[src/rtl/i2c_master_sequencer.sv]
// i2c_master_sequencer: single-master I2C transaction sequencer.
// Each transaction is START, an address sent LSB first, the R/W bit and an
// address acknowledge slot, then ByteCount data bytes with acknowledge slots,
// and finally STOP. Each bit slot has four quarter phases Q0..Q3, and each
// phase lasts CLKDIV clocks. SCL is low in Q0/Q1 and high in Q2/Q3.
// On this bus a sampled SdaIn=1 counts as an acknowledge.
//
// Ports:
//   Clk, Reset             system clock, synchronous active-high reset
//   Go                     command strobe (accepted only when idle)
//   Address, RorW          target address and direction, captured on Go
//   ByteCount              data bytes per transaction (0 is treated as 1)
//   WrData / WrNext        write byte and its one-cycle load strobe
//   RdData / RdValid       last received byte and its one-cycle update strobe
//   Busy, Done, Nack       status: in transaction, end pulse, sticky no-ack
//   SCL, SdaOut, SdaOe     bus clock and SDA drive (released when SdaOe=0)
//   SdaIn                  sampled SDA line
module i2c_master_sequencer #(
  parameter int ADDRESSLENGTH = 7,
  parameter int CLKDIV        = 4
) (
  input  logic                     Clk,
  input  logic                     Reset,
  input  logic                     Go,
  input  logic [ADDRESSLENGTH-1:0] Address,
  input  logic                     RorW,
  input  logic [3:0]               ByteCount,
  input  logic [7:0]               WrData,
  output logic                     WrNext,
  output logic [7:0]               RdData,
  output logic                     RdValid,
  output logic                     Busy,
  output logic                     Done,
  output logic                     Nack,
  output logic                     SCL,
  output logic                     SdaOut,
  output logic                     SdaOe,
  input  logic                     SdaIn
);

  typedef enum logic [2:0] {IDLE, START, ADDR, RW, ADDRACK, DATA, DATAACK, STOP} state_t;

  localparam int BW = (ADDRESSLENGTH > 8) ? $clog2(ADDRESSLENGTH) : 3;

  state_t                   state, state_nx;
  logic [7:0]               qcnt;
  logic [2:0]               phase;
  logic [BW-1:0]            bitcnt;
  logic [3:0]               bytes_q;
  logic [ADDRESSLENGTH-1:0] addr_q;
  logic                     rw_q;
  logic [7:0]               shreg;
  logic                     ack_q;
  logic [7:0]               rddata_q;
  logic                     rdvalid_q;
  logic                     done_q;
  logic                     nack_q;
  logic                     tick, sample, slot_end, load;

  assign tick     = (qcnt == 8'(CLKDIV - 1));
  assign sample   = tick && (phase == 3'd2);
  assign slot_end = tick && (phase == 3'd3);
  // First clock of a write data byte: this cycle carries the WrNext strobe,
  // and the shifter takes WrData at the end of it.
  assign load     = (state == DATA) && !rw_q && (qcnt == '0) && (phase == '0) && (bitcnt == '0);

  assign RdData  = rddata_q;
  assign RdValid = rdvalid_q;
  assign Done    = done_q;
  assign Nack    = nack_q;

  always_ff @(posedge Clk) begin
    if (Reset) state <= IDLE;
    else       state <= state_nx;
  end

  always_comb begin
    state_nx = state;
    case (state)
      IDLE:    if (Go) state_nx = START;
      START:   if (tick && phase == 3'd1) state_nx = ADDR;
      ADDR:    if (slot_end && bitcnt == BW'(ADDRESSLENGTH - 1)) state_nx = RW;
      RW:      if (slot_end) state_nx = ADDRACK;
      ADDRACK: if (slot_end) state_nx = ack_q ? DATA : STOP;
      DATA:    if (slot_end && bitcnt == BW'(7)) state_nx = DATAACK;
      DATAACK: if (slot_end) begin
        if (!rw_q && !ack_q)    state_nx = STOP;
        else if (bytes_q == 4'd1) state_nx = STOP;
        else                      state_nx = DATA;
      end
      STOP:    if (tick && phase == 3'd5) state_nx = IDLE;
      default: state_nx = IDLE;
    endcase
  end

  always_comb begin
    SCL    = 1'b1;
    SdaOe  = 1'b0;
    SdaOut = 1'b1;
    WrNext = 1'b0;
    Busy   = (state != IDLE);
    case (state)
      IDLE:    ;
      START:   begin SdaOe = 1'b1; SdaOut = 1'b0; end
      ADDR:    begin SCL = phase[1]; SdaOe = 1'b1; SdaOut = addr_q[bitcnt]; end
      RW:      begin SCL = phase[1]; SdaOe = 1'b1; SdaOut = rw_q; end
      ADDRACK: SCL = phase[1];
      DATA: begin
        SCL = phase[1];
        if (!rw_q) begin
          SdaOe  = 1'b1;
          // The shifter is loaded only at the end of the load cycle, so bit 0
          // is taken straight from WrData to keep SDA steady from Q0 entry.
          SdaOut = load ? WrData[0] : shreg[0];
          WrNext = load;
        end
      end
      DATAACK: begin
        SCL = phase[1];
        if (rw_q) begin
          SdaOe  = 1'b1;
          SdaOut = (bytes_q != 4'd1);
        end
      end
      STOP: begin
        // Phases 0..3 are a slot with SDA low, and phases 4..5 hold SDA
        // released while SCL is high.
        SCL = (phase >= 3'd2);
        if (phase < 3'd4) begin
          SdaOe  = 1'b1;
          SdaOut = 1'b0;
        end
      end
      default: ;
    endcase
  end

  always_ff @(posedge Clk) begin
    if (Reset) begin
      qcnt      <= '0;
      phase     <= '0;
      bitcnt    <= '0;
      bytes_q   <= '0;
      addr_q    <= '0;
      rw_q      <= 1'b0;
      shreg     <= '0;
      ack_q     <= 1'b0;
      rddata_q  <= '0;
      rdvalid_q <= 1'b0;
      done_q    <= 1'b0;
      nack_q    <= 1'b0;
    end else begin
      done_q    <= 1'b0;
      rdvalid_q <= 1'b0;
      if (state == IDLE) begin
        qcnt   <= '0;
        phase  <= '0;
        bitcnt <= '0;
        if (Go) begin
          addr_q  <= Address;
          rw_q    <= RorW;
          bytes_q <= (ByteCount == '0) ? 4'd1 : ByteCount;
          nack_q  <= 1'b0;
        end
      end else begin
        qcnt <= tick ? '0 : qcnt + 8'd1;
        // State changes only happen on the last tick of a phase group, so
        // leaving a state always restarts the phase sequence.
        if (tick)
          phase <= ((state_nx != state) || (phase == 3'd3 && state != STOP)) ? '0 : phase + 3'd1;
        if (slot_end && (state == ADDR || state == DATA))
          bitcnt <= (state_nx != state) ? '0 : bitcnt + BW'(1);
        if (load)
          shreg <= WrData;
        else if (state == DATA && !rw_q && slot_end)
          shreg <= {1'b0, shreg[7:1]};
        if (state == DATA && rw_q && sample) begin
          shreg <= {SdaIn, shreg[7:1]};
          if (bitcnt == BW'(7)) begin
            rddata_q  <= {SdaIn, shreg[7:1]};
            rdvalid_q <= 1'b1;
          end
        end
        if (sample && (state == ADDRACK || state == DATAACK)) begin
          ack_q <= SdaIn;
          if (!SdaIn && (state == ADDRACK || !rw_q)) nack_q <= 1'b1;
        end
        if (slot_end && state == DATAACK) bytes_q <= bytes_q - 4'd1;
        if (tick && state == STOP && phase == 3'd5) done_q <= 1'b1;
      end
    end
  end

endmodule

[config.mk]
export PLATFORM = sky130hd
export DESIGN_NAME = i2c_master_sequencer
export DESIGN_NICKNAME = d
export VERILOG_FILES = /design/src/rtl/i2c_master_sequencer.sv
export SDC_FILE = /design/constraint.sdc
export NUM_CORES = 1
export LEC_CHECK = 0
export ABC_AREA = 1
export BUFFER_PORTS_ARGS = -buffer_cell sky130_fd_sc_hd__buf_2
export CORE_UTILIZATION = 51
export DETAILED_ROUTE_END_ITERATION = 6
export PLACE_DENSITY_LB_ADDON = 0.3
export SYNTH_ARGS = -nofsm -noshare
export SYNTH_HDL_FRONTEND = slang
export SYNTH_SLANG_ARGS = --single-unit
[constraint.sdc]
create_clock -name Clk -period 1.95 [get_ports Clk]
set_clock_uncertainty 0.2 [all_clocks]
set_input_delay 0.2925 -clock Clk [delete_from_list [all_inputs] [get_ports Clk]]
set_output_delay 0.2925 -clock Clk [all_outputs]
set_load 0.01 [all_outputs]
Yosys cells after proc, flatten, opt, wreduce, memory -nomap -nowiden

Index checks and enable logic that the tools add are counted.
Widths: inputs -> output; s select.

Flip-flop bits (word level): 49
Input port bits: 24
Logic and storage cells: 131

Add/subtract/negate cells: 4
Magnitude comparators: 3
Eq/ne operators: 19
Muxes and demuxes: 41
Bitwise operators: 2
Reductions and logical operators: 49

Operators by type and width:

| cell                | count |
|---|---|
| $mux 3              | 10 |
| $mux 8              | 3 |
| $pmux 3 s8          | 1 |
| $eq 3x3->1 const B  | 7 |
| $logic_and 1x1->1   | 21 |
| $mux 1              | 16 |
| $mux 4              | 4 |
| $eq 3x2->1 const B  | 4 |
| $logic_not 3->1     | 3 |
| $reduce_or 3->1     | 3 |
| $add 8x1->8 const B | 1 |
| $eq 8x2->1 const B  | 1 |
| $logic_not 8->1     | 1 |
| $reduce_and 2->1    | 4 |
| $add 3x1->3 const B | 2 |
| $eq 3x1->1 const B  | 2 |
| $mux 2              | 3 |
| $pmux 1 s6          | 1 |
| $reduce_and 3->1    | 2 |
| $reduce_bool 2->1   | 3 |
| $reduce_bool 3->1   | 2 |
| $reduce_or 5->1     | 1 |
| $eq 4x1->1 const B  | 1 |
| $logic_not 4->1     | 1 |
| 15 further kinds    | 21 |

Logic depth before layout (Yosys ltp)

Word-level depth: 8
Gate-level depth with buffers: 13
Depth with buffers taken out: 13

Least setup slack after synthesis

No wires, ideal clock.

Kind: reg-to-output
From: register bitcnt[0]
To: output port SdaOut
Data arrival time: 1529 ps
Data required time: 1457 ps
Slack: -71 ps
Cell stages (with the launch flop): 11
Cell sequence: dfxtp_1 -> clkinv_1 -> ha_1 -> nand3_1 -> nor4_2 -> nand3_2 -> inv_2 -> nand2_1 -> nand3_1 -> nand2_1 -> nand2_1

Longest elaborated chain between the ends: 5

RTL lines:

| element                  | line | text |
|---|---|---|
| start: declaration       | 48   | `logic [BW-1:0] bitcnt;` |
| start signal: assignment | 172  | `bitcnt <= (state_nx != state) ? '0 : bitcnt + BW'(1);` |
| $logic_not 3->1          | 65   | `assign load = (state == DATA) && !rw_q && (qcnt == '0) && (phase == '0) && (bitcnt == '0);` |
| $logic_and 1x1->1        | 65   |  |
| $mux 1                   | 114  | `SdaOut = load ? WrData[0] : shreg[0];` |
| $mux 1                   | 110  | `if (!rw_q) begin` |
| $pmux 1 s6 (*)           | 102  | `case (state)` |
| end: declaration         | 36   | `output logic SdaOut,` |

Mark *: on every way between the ends. The rest lies on a longest branch, timed or not. The select of a mux whose other input is x is not followed.

Worst setup path after layout

From: register phase[1]
To: output port SdaOut

Longest elaborated chain between the ends: 6

RTL lines:

| element                        | line | text |
|---|---|---|
| start: declaration             | 47   | `logic [2:0] phase;` |
| start signal: assignment       | 170  | `phase <= ((state_nx != state) \|\| (phase == 3'd3 && state != STOP)) ? '0 : phase + 3'd1;` |
| $logic_not 3->1                | 65   |  |
| $logic_and 1x1->1 (2 in a row) | 65   |  |
| $mux 1                         | 114  |  |
| $mux 1                         | 110  |  |
| $pmux 1 s6 (*)                 | 102  |  |

Mark *: on every way between the ends. The rest lies on a longest branch, timed or not.

==> metrics.txt <==
chip width 73.18 microns; cell count after synthesis 354; Total GRT Usage 0.2583; routed wire length 6.866 mm; Site Rows 25; Ys Warns 0; Pwr Density 531.9 nW/um^2; proportion of layout cells with a drive suffix above 1 0.3877; number of max-cap violations 0; DR iter-0 viols 116; CTS tree yes; final worst-path cycle share 1.154; CP arrival 1.76 ns; worst setup margin -0.2995 ns; WHS Path Cells 3; Hold Crit Class in -> reg; drt wl/cell 13.18 microns; worst ir drop on vdd 0.0004050 V; Final Setup Violations 25; Synth async-reset ratio 0; Nets 490; initial antenna violation count 0; Primary FF master, synth dfxtp_1; largest net degree at the start of global routing 19; DR pass1 iterations 5; IO Pins 40; Clock Sinks 49; Slew @ Worst Pin 0.3373 ns; DPL Wire Length 4.703 mm; Detail Route Antenna Nets 0; #FFs+latches synth 49; CTS Root Buffer Type clkbuf_8; vias 2,649; sequential-to-total area share from yosys stat 0.3797; clock-pin slew on the worst setup and hold paths 0.10 ns; CTS Buf Count 5; CP endpoint kind output pin; CTS H-tree depth 2; Fillers 355; initial core utilization 0.5399; die height 73.18 microns; R2R depth 10; vias in the first global route 2,454; Syn-to-layout area delta 39.13%; Slew Limit Fails 0; FMAX 0.4445 GHz; grt ovf 0; vias per cell 5.084; status complete, but fails checks; area of the core 4786 sq um; Crit Path Max Fanout 4; Rel. slew slack 0.7734; Mean Syn Cell Area 7.299 sq um; Final Total Pwr 1912 uW; Hold Violations, Final 0; first-pass GRT wire length 10.72 mm; hold_ws 0.02993 ns; RSZ-0062 raised after global routing yes; Worst EP required 1.46 ns; Syn Nets 391; Clock Latency Late Sink 0.31 ns; Netlist Area Pre-Place 2584 sq um; CP startpoint kind flop; failing checks setup timing; leakage 0.001626 uW; # DRC 0; Max clock buf depth 2; Hold Buf Count CTS 0; IO Port Bufs 39; number of synthesized flops with an enable pin 0; die area 5355 sq um; Setup CP Type reg -> out; GPL Wtd Cong 0.9293; Distinct cells, synth 37; minimum clock period 2.249 ns; antenna cells 0
-- synth_stat cells, types with 2 or more instances --
master / n / area [sq um]
nand2_1: 62 / 232.7
dfxtp_1: 49 / 980.9
nor2_1: 42 / 157.7
inv_1: 41 / 153.9
o21ai_0: 30 / 150.1
a21oi_1: 23 / 115.1
nand3_1: 14 / 70.07
ha_1: 13 / 162.7
a31oi_1: 12 / 75.07
inv_2: 8 / 30.03
nand3_2: 6 / 60.06
nand2_2: 5 / 31.28
a211oi_1: 4 / 30.03
nand4_1: 4 / 25.02
nor3_1: 4 / 20.02
nor2_2: 3 / 18.77
nor2_4: 3 / 33.78
o22ai_1: 3 / 18.77
a22oi_1: 2 / 15.01
buf_2: 2 / 10.01
buf_4: 2 / 15.01
clkbuf_1: 2 / 7.510
nand2_4: 2 / 22.52
nor3b_1: 2 / 15.01
o211ai_1: 2 / 15.01
o21ai_1: 2 / 10.01
xor2_1: 2 / 17.52
-- per-layer routing --
layer	global-route usage	share of wire
met1	0.3125	0.43
met5	0	0
met2	0.4691	0.52
met4	0.07190	0.013
met3	0.04144	0.037
-- path summary, 6_finish.rpt --
check / slack [ns] / end / startpoint
setup / recovery: -0.30 / SdaOut / phase[1]
hold / removal: 0.03 / shreg[5] / WrData[5]
setup reg to reg: -0.10 / RdData[7] / qcnt[0]
hold reg to reg: 0.26 / addr_q[0] / addr_q[0]
-- timing repair --
| action | CTS | global route |
|---|---|---|
| resized for setup | 30 | 20 |
| pin swaps | 8 | 5 |
| endpoints found under the hold margin | 0 | 0 |
| endpoints found under the setup margin | 4 | 33 |
| setup buffers | 6 | 18 |
-- layout by cell type (no fill, tap or decap), types with 6 or more instances in the layout --
master and count:
buf_4 59, nand2_1 53, dfxtp_1 41, nor2_1 38
buf_2 37, inv_1 36, o21ai_0 25, a21oi_1 23
nand2_2 12, a31oi_1 12, inv_2 11, nand3_1 11
nor2_2 7, o21ai_1 7, ha_1 7, dfxtp_2 6
-- report_power, final --
part | total [uW] | internal [uW] | switching, uW
registers | 1050 | 1020 | 21.7
clock network | 640 | 269 | 372
logic | 227 | 100 | 127
total | 1910 | 1390 | 520
-- sequential cells by signal, indices dropped and copies added (netlist names), 3 cells and up --
name,cells
bitcnt,3
shreg,8
RdData,8
qcnt,8
addr_q,7
bytes_q,4
phase,3
state,3
-- worst max-delay path, stage by stage, from the launching register on --
cell and delay, ns:
dfxtp_2 0.34, inv_2 0.07, ha_4 0.14, nand3_4 0.07
nor4_4 0.25, nand3_4 0.17, nand2_2 0.10, nand3_2 0.08
nand2_2 0.07, nand2_2 0.05, buf_6 0.12
-- final cells by class --
| type | count | area (sq um) | share of cell area |
|---|---|---|---|
| multi-input combinational | 248 | 1558 | 0.4333 |
| inverter | 50 | 197.7 | 0.05499 |
| sequential | 49 | 996.0 | 0.2771 |
| timing repair buffer | 99 | 661.9 | 0.1841 |
| clock buffer | 5 | 68.82 | 0.01914 |
| clock inverter | 3 | 28.78 | 0.008006 |
| tap | 67 | 83.83 | 0.02332 |
-- cells by family after synthesis --
| group | Yosys count | synth area share |
|---|---|---|
| compound gates | 81 | 0.1758 |
| simple gates | 152 | 0.2881 |
| buf+inv | 57 | 0.08668 |
| xor+xnor | 2 | 0.006781 |
| fa+ha+maj | 13 | 0.06296 |
| flops | 49 | 0.3797 |
-- through the flow --
step / area (sq um) / cells / util / setup slack [ns] / setup TNS [ns]
2_1_floorplan: 2633 / 354 / - / 0.03923 / 0
3_3_place_gp: 3146 / 489 / 0.6573 / -0.03078 / -0.03078
3_5_place_dp: 3146 / 489 / 0.6573 / -0.08316 / -0.1104
4_1_cts: 3383 / 503 / 0.7069 / -0.2649 / -0.8610
5_1_grt: 3595 / 521 / 0.7511 / -0.4028 / -5.852
6_report: 3595 / 521 / 0.7511 / -0.2995 / -1.972
Power figures use the tool's default switching activity.
